`src/rtl/clk_div_prog.sv`:
```
// clk_div_prog: runtime-programmable multi-channel clock divider.
// Each channel counts 0..D-1 and drives either a square wave or a one-cycle
// pulse. New divisors are staged as pending and only take effect at the
// channel's period boundary, or immediately while the channel is disabled.
module clk_div_prog #(
    parameter int          NUM_CH      = 4,
    parameter int          DIV_W       = 26,
    parameter int unsigned DEFAULT_DIV = 50000000,
    localparam int         CH_W        = (NUM_CH > 1) ? $clog2(NUM_CH) : 1
) (
    input  logic              clk,
    input  logic              reset,
    input  logic [NUM_CH-1:0] en,
    input  logic              wr_en,
    input  logic [CH_W-1:0]   wr_ch,
    input  logic [DIV_W-1:0]  wr_div,
    input  logic              wr_mode,
    output logic              wr_ack,
    output logic              wr_err,
    output logic [NUM_CH-1:0] clk_out,
    output logic [NUM_CH-1:0] tick
);

    // One extra bit so NUM_CH itself is representable when NUM_CH is a power of two.
    localparam logic [CH_W:0]    NUM_CH_V  = (CH_W+1)'(NUM_CH);
    localparam logic [DIV_W-1:0] MIN_DIV   = DIV_W'(2);
    localparam logic [DIV_W-1:0] RESET_DIV = DIV_W'(DEFAULT_DIV);

    logic wr_ok;
    logic wr_ack_reg;
    logic wr_err_reg;

    assign wr_ok  = wr_en && ({1'b0, wr_ch} < NUM_CH_V) && (wr_div >= MIN_DIV);
    assign wr_ack = wr_ack_reg;
    assign wr_err = wr_err_reg;

    // Write handshake: exactly one of ack/err pulses the cycle after a strobe.
    always_ff @(posedge clk or negedge reset) begin
        if (!reset) begin
            wr_ack_reg <= 1'b0;
            wr_err_reg <= 1'b0;
        end else begin
            wr_ack_reg <= wr_ok;
            wr_err_reg <= wr_en && !wr_ok;
        end
    end

    genvar gi;
    generate
        for (gi = 0; gi < NUM_CH; gi++) begin : g_ch
            logic [DIV_W-1:0] div_reg, div_next;
            logic [DIV_W-1:0] pdiv_reg, pdiv_next;
            logic [DIV_W-1:0] cnt_reg, cnt_next;
            logic [DIV_W-1:0] half_next;
            logic             mode_reg, mode_next;
            logic             pmode_reg, pmode_next;
            logic             pend_reg, pend_next;
            logic             run_reg;
            logic             clk_out_reg, clk_out_next;
            logic             tick_reg, tick_next;
            logic             sel;
            logic             wrap;

            assign sel  = wr_ok && (wr_ch == CH_W'(gi));
            // run_reg marks that the channel was already counting last cycle,
            // so the first enabled cycle presents cnt=0 instead of skipping it.
            assign wrap = run_reg && (cnt_reg == div_reg - 1'b1);

            // Next-state: count/wrap, apply pending at the boundary, stage writes,
            // and precompute outputs so the output flops line up with cnt_reg.
            always_comb begin
                div_next   = div_reg;
                mode_next  = mode_reg;
                pdiv_next  = pdiv_reg;
                pmode_next = pmode_reg;
                pend_next  = pend_reg;
                cnt_next   = cnt_reg;

                if (!en[gi]) begin
                    cnt_next = '0;
                    if (pend_reg) begin
                        div_next  = pdiv_reg;
                        mode_next = pmode_reg;
                        pend_next = 1'b0;
                    end
                end else if (!run_reg) begin
                    cnt_next = '0;
                end else if (wrap) begin
                    cnt_next = '0;
                    if (pend_reg) begin
                        div_next  = pdiv_reg;
                        mode_next = pmode_reg;
                        pend_next = 1'b0;
                    end
                end else begin
                    cnt_next = cnt_reg + 1'b1;
                end

                // A write on the wrap edge lands in pending after the apply above.
                if (sel) begin
                    pdiv_next  = wr_div;
                    pmode_next = wr_mode;
                    pend_next  = 1'b1;
                end

                half_next    = (div_next >> 1) + {{(DIV_W-1){1'b0}}, div_next[0]};
                tick_next    = en[gi] && (cnt_next == div_next - 1'b1);
                clk_out_next = en[gi] && (mode_next ? tick_next : (cnt_next < half_next));
            end

            // Channel state and registered outputs.
            always_ff @(posedge clk or negedge reset) begin
                if (!reset) begin
                    div_reg     <= RESET_DIV;
                    mode_reg    <= 1'b0;
                    pdiv_reg    <= RESET_DIV;
                    pmode_reg   <= 1'b0;
                    pend_reg    <= 1'b0;
                    cnt_reg     <= '0;
                    run_reg     <= 1'b0;
                    clk_out_reg <= 1'b0;
                    tick_reg    <= 1'b0;
                end else begin
                    div_reg     <= div_next;
                    mode_reg    <= mode_next;
                    pdiv_reg    <= pdiv_next;
                    pmode_reg   <= pmode_next;
                    pend_reg    <= pend_next;
                    cnt_reg     <= cnt_next;
                    run_reg     <= en[gi];
                    clk_out_reg <= clk_out_next;
                    tick_reg    <= tick_next;
                end
            end

            assign clk_out[gi] = clk_out_reg;
            assign tick[gi]    = tick_reg;
        end
    endgenerate

endmodule

```
`config.mk`:
```
export PLATFORM = sky130hd
export DESIGN_NAME = clk_div_prog
export DESIGN_NICKNAME = d
export VERILOG_FILES = /design/src/rtl/clk_div_prog.sv
export SDC_FILE = /design/constraint.sdc
export NUM_CORES = 1
export LEC_CHECK = 0
export ABC_CLOCK_PERIOD_IN_PS = 10090
export BUFFER_PORTS_ARGS = -buffer_cell sky130_fd_sc_hd__clkbuf_2
export CELL_PAD_IN_SITES_DETAIL_PLACEMENT = 1
export CELL_PAD_IN_SITES_GLOBAL_PLACEMENT = 1
export CORE_UTILIZATION = 45
export DETAILED_ROUTE_END_ITERATION = 10
export MAX_ROUTING_LAYER = met4
export PLACE_DENSITY = 0.84
export SYNTH_ARGS = -nofsm -noshare
export SYNTH_HDL_FRONTEND = slang
export SYNTH_SLANG_ARGS = --single-unit
```
`constraint.sdc`:
```
create_clock -name clk -period 10.09 [get_ports clk]
set_clock_uncertainty 0.1 [all_clocks]
set_input_delay 2.018 -clock clk [delete_from_list [all_inputs] [get_ports clk]]
set_output_delay 2.018 -clock clk [all_outputs]
set_load 0.02 [all_outputs]
```
==> results.tsv, run 1 <==
metric	value	unit
outcome	finished, final reports clean	
cts_tree	done	
h-tree-depth	2	
ioPinCount	46	
final_min_period_over_clock_period	80.7	%
synthDistinctLibCells	91	
r2r_start	g_ch[2].div_reg[3]	
diodes	0	
post_drt_via_cell_ratio	6.22	
grt_pass1_vias	24700	
overflow	0	
avgSynthCellArea	8.92	µm²
grt_max_degree	88	
power_leakage	11.9	nW
critPathCapture	g_ch[2].clk_out_reg	
seqPwrFrac	35.5	%
crit_cells	29	
synth-seq-area-share	32.0	%
holdPathStages	1	
vias	23500	
syn_nets	3158	
synthCells	3002	
maxSlewViolCount	0	
synth_top_family_by_area	simple AND/OR/NAND/NOR gates	
hold_path.class	flip-flop to flip-flop	
grt_pass1_wl	144	mm
cts_max_path_buffers	3	
cts-resized-gates	0	
cp-end-kind	flip-flop	
worst_slew_pin_slew	1.25	ns
start_util	45.5	%
cp_data_required_time	10.45	ns
setup_viol	0	
synth-compound-area-share	9.05	%
p_int	3.61	mW
slowest_delay	0.85	ns
cts_hold_buf	0	
grt_usage	31.2	%
rsz0062_at_grt	no	
final_cell_mix	nor2_1 (283), xnor2_1 (258), dfrtp_1 (242), nand2_1 (199), xor2_1 (185)	
postCtsSetupBuffers	0	
final_common_cell	nor2_1	
hold_viol_final	0	
p_per_area	216	nW/µm²
syn2layout_area_growth	8.14	%
comb_power_share	38.8	%
cp_num_buf_inv	2	
maxSlewHeadroom	16.4	%
yosys.area_share.simple	23.6	%
report.power.total	6.25	mW
start_kind	flip-flop	
core_area	58900	µm²
drive_gt1_share	14.4	%
ant_nets	0	
p_clk_share	25.7	%
synth-edff-count	0	
crit_start	g_ch[2].div_reg[3]	
drc	0	
r2r-end	g_ch[2].clk_out_reg	
nNetsFinal	3128	
drt_iter0_drc	1701	
max_freq	0.123	GHz
routed_wl	91.0	mm
arrival	8.50	ns
clk_latency	0.59	ns
port_buffers	45	
cts.sinks	338	
peakVddDrop	161	µV
synth_ff_type	dfrtp_1	
fp.dieW	246	µm
routedWlPerCell	24.1	µm
rows	89	
clockRootBuffer	clkbuf_16	
path_max_fanout	40	
maxCapViolations	0	
period_needed	8.14	ns
synth_fa_ha_area_share	5.61	%
r2r_cells	29	
p_sw	2.64	mW
dieArea	60500	µm²
async_reset_ff_share	100	%
yosys_warnings	0	
synthXorXnorAreaFrac	14.6	%
rrSetupSlack	1.95	ns
gp_congestion	0.978	
path_class	flip-flop to flip-flop	
clkTransAtPathRegs	0.06	ns
switching_share	42.3	%
worst_path_max_delay_cell	nor4_2	
cpLargestDelayFamily	compound AO/OA/AOI/OAI gates	
antenna_found_initial	0	
first_pass_iters	5	
dp_hpwl	70.3	mm
tns	0	ns
fp.dieH	246	µm
muxShareOfSynthArea	11.1	%
ys_ff_latch	338	
syn_area	26800	µm²
cts_buffers	41	
power groups by stage:
stage / Combinational [mW] / Sequential [mW] / Clock [mW]
2_1_floorplan: 1.92 / 1.89 / 0
3_3_place_gp: 2.27 / 2.18 / 0
3_5_place_dp: 2.37 / 2.21 / 0
4_1_cts: 2.40 / 2.19 / 1.63
5_1_grt: 2.64 / 2.25 / 1.67
6_report: 2.43 / 2.22 / 1.61
final cells by class:
type / count / area [µm²]
clock buffers: 47 / 1120
clock inverters: 29 / 312
fillers: 6805 / 29900
inverters: 122 / 458
multi-input cells: 2408 / 17200
flip-flops and latches: 338 / 8580
well taps: 773 / 967
repair buffers: 61 / 352
worst min path at each step:
stage / start / endpoint / slack (ns)
after global placement: g_ch[3].pmode_reg / g_ch[3].pmode_reg / 0.39
after global routing: g_ch[2].pdiv_reg[24] / g_ch[2].pdiv_reg[24] / 0.43
after floorplan: g_ch[2].mode_reg / g_ch[2].mode_reg / 0.36
final: g_ch[2].pdiv_reg[24] / g_ch[2].pdiv_reg[24] / 0.42
after detailed placement: g_ch[3].pmode_reg / g_ch[3].pmode_reg / 0.40
after CTS: g_ch[2].pdiv_reg[24] / g_ch[2].pdiv_reg[24] / 0.42
cells by family after synthesis:
group / count (synthesis)
buffers and inverters: 256
xor gates and xnor gates: 444
adders and majority gates: 120
muxes: 277
and+or+nand+nor: 1198
AOI/OAI and AO/OA: 369
DFF: 338
synthesized netlist by cell type (all sizes together) (17+ instances only):
library cell	number	area [µm²]
xnor2	258	2260
o31ai	18	135
and4	22	193
dfrtp	242	6060
mux2	155	1750
dfstp	96	2520
nor4	74	488
nand3	122	611
and3	57	357
o21ai	94	470
nor3b	21	158
or2	17	106
nor2b	36	225
a21oi	86	430
nand2	199	747
nor2	283	1060
clkbuf	96	362
nand4	74	463
a31oi	18	113
nor3	112	576
inv	121	454
or3	47	309
a21o	30	225
nand2b	30	188
ha	120	1500
nor4b	17	149
mux2i	122	1220
or4	30	236
xor2	185	1620
buf	38	251
routing by layer:
metal	wire [µm]	track usage, %	vias to the layer above
li1	-	-	10700
met1	40800	41.3	12000
met2	42500	49.6	689
met3	4960	3.32	157
met4	2790	10.4	0
met5	0	-	-
metrics by stage:
step	instances	util, %	setup WS [ns]	hold slack [ns]	cell area, µm²
floorplan	3002	-	2.73	0.359	26800
global placement	3701	46.7	2.25	0.389	27500
global route	3778	49.2	1.36	0.434	29000
finish	3778	49.2	1.95	0.420	29000
detailed placement	3702	46.7	2.02	0.397	27500
CTS	3778	49.2	2.00	0.419	29000
Power figures use the tool's default switching activity.
==> run 2, diff against run 1 <==
- ABC_CLOCK_PERIOD_IN_PS: 10090 -> 7000
- PLACE_DENSITY: 0.84 -> 0.87
- clock period: 10.09 -> 7 ns (I/O delays scaled with it)
==> run 2 against run 1 <==
Effect of this change:
- the run now ends with design-rule violations left
- largest cell class unchanged
- combinational power rose by 56%
- power is 51% higher
- setup slack worse by 1.7 ns
- maximum frequency up 20%
- non-clock buffer count up 76
- routed wire length rose by 3.5%
- final area rose by 3.3%
- critical endpoint is now g_ch[1].clk_out_reg
- flip-flop and latch count unchanged
- via count increased by 2.6%
- global-route usage grew 0.76 points
- cell count is 2.1% higher
- core utilization up 1.6 points
==> results.tsv, run 2 (synthesis gave the netlist of run 1 again) <==
metric	value	unit
grt_pass1_wl	148	mm
dpl_cell_area	28100	µm²
period_needed	6.76	ns
clkTransAtPathRegs	0.06	ns
peakVddDrop	178	µV
final_min_period_over_clock_period	96.5	%
ioPinCount	46	
slowest_delay	0.57	ns
use_met3	3.39	%
worst_slew_pin_slew	1.22	ns
use_met2	49.7	%
cp-end-kind	flip-flop	
maxSlewHeadroom	18.5	%
first_pass_iters	8	
cts_tree	done	
hold_path.class	flip-flop to flip-flop	
post_drt_via_cell_ratio	6.25	
hold_ws	0.405	ns
maxCapViolations	0	
violations	design-rule violations	
arrival	7.13	ns
rows	89	
clockRootBuffer	clkbuf_16	
maxSlewViolCount	0	
overflow	0	
p_per_area	316	nW/µm²
routedWlPerCell	24.4	µm
final_common_cell	nor2_1	
ant_nets	0	
fp.dieW	246	µm
antenna_found_initial	0	
cts_buffers	42	
dp_hpwl	71.7	mm
clk_latency	0.59	ns
dpl_worst_slack	-0.214	ns
power_leakage	12.4	nW
drt_iter0_drc	1868	
cp_data_required_time	7.37	ns
report.power.total	9.46	mW
routed_wl	94.2	mm
met1_usage	42.7	%
worst_path_max_delay_cell	or4_1	
core_area	58900	µm²
fp.dieH	246	µm
outcome	finished with violations	
vias	24100	
max_freq	0.148	GHz
grt_usage	31.9	%
hold_viol_final	0	
diodes	0	
start_util	45.5	%
dieArea	60500	µm²
path_class	flip-flop to flip-flop	
nNetsFinal	3206	
setup_viol	0	
gp_congestion	0.995	
rsz0062_at_grt	yes	
final_cell_mix	nor2_1 (281), xnor2_1 (258), dfrtp_1 (241), nand2_1 (199), xor2_1 (185)	
final_util	50.8	%
layout_setup_ws	0.243	ns
port_buffers	45	
final_area	29900	µm²
syn2layout_area_growth	11.7	%
drive_gt1_share	17.5	%
start_kind	flip-flop	
h-tree-depth	2	
path_max_fanout	9	
cts.sinks	338	
grt_max_degree	131	
grt_pass1_vias	24800	
busiest_layer	met2	
cts_max_path_buffers	3	
drc	2	
[run 2: worst paths after layout]
| kind | start | end | slack (ns) | cells after the start |
|---|---|---|---|---|
| worst max-delay path | g_ch[1].div_reg[0] | g_ch[1].clk_out_reg | 0.24 | 29 |
| worst min-delay path | g_ch[2].mode_reg | g_ch[2].mode_reg | 0.41 | 2 |
| worst max register to register | g_ch[1].div_reg[0] | g_ch[1].clk_out_reg | 0.24 | 29 |
| worst min register to register | g_ch[2].mode_reg | g_ch[2].mode_reg | 0.41 | 2 |
| max in group asynchronous | reset | g_ch[1].pdiv_reg[2] | 4.70 | 2 |
| min in group asynchronous | reset | g_ch[3].cnt_reg[19] | 0.71 | 1 |
[run 2: cell type report]
cell class / count / area [µm²]
inverters: 122 / 458
flip-flops and latches: 338 / 8580
fillers: 6690 / 29000
multi-input cells: 2409 / 17400
clock buffers: 56 / 1250
well taps: 773 / 967
repair buffers: 137 / 988
clock inverters: 21 / 322
[run 2: repair_timing]
action,4_1_cts,5_1_grt
setup buffers,0,14
pin swaps,0,7
setup endpoints to repair,2,6
hold buffers,0,0
gates resized for setup,4,35
hold endpoints to repair,0,0
gates cloned,0,2
[run 2: power breakdown]
part,switching (mW),total (mW),internal [mW]
sequential,0.713,3.16,2.45
clock,0.963,2.52,1.55
combinational,2.24,3.79,1.54
[run 2: per-stage QoR]
stage / setup TNS [ns] / cells
after floorplan: 0 / 3002
after global placement: 0 / 3763
after detailed placement: -0.232 / 3763
after CTS: 0 / 3840
after global routing: -0.135 / 3856
final: 0 / 3856
[run 2: critical path: cells and delay by family, from the launching register on]
kind / cells / cell delay, ns
simple gates: 11 / 2.35
xor+xnor: 1 / 0.17
buf+inv: 2 / 0.20
compound gates: 11 / 2.25
fa+ha+maj: 3 / 0.73
flops: 1 / 0.47
mux: 1 / 0.36
[run 2: routing by layer]
layer | vias up | part of all wire, %
met5 | - | 0
met4 | 0 | 3.9
met3 | 186 | 5.1
met2 | 705 | 46
met1 | 12400 | 45
li1 | 10800 | -
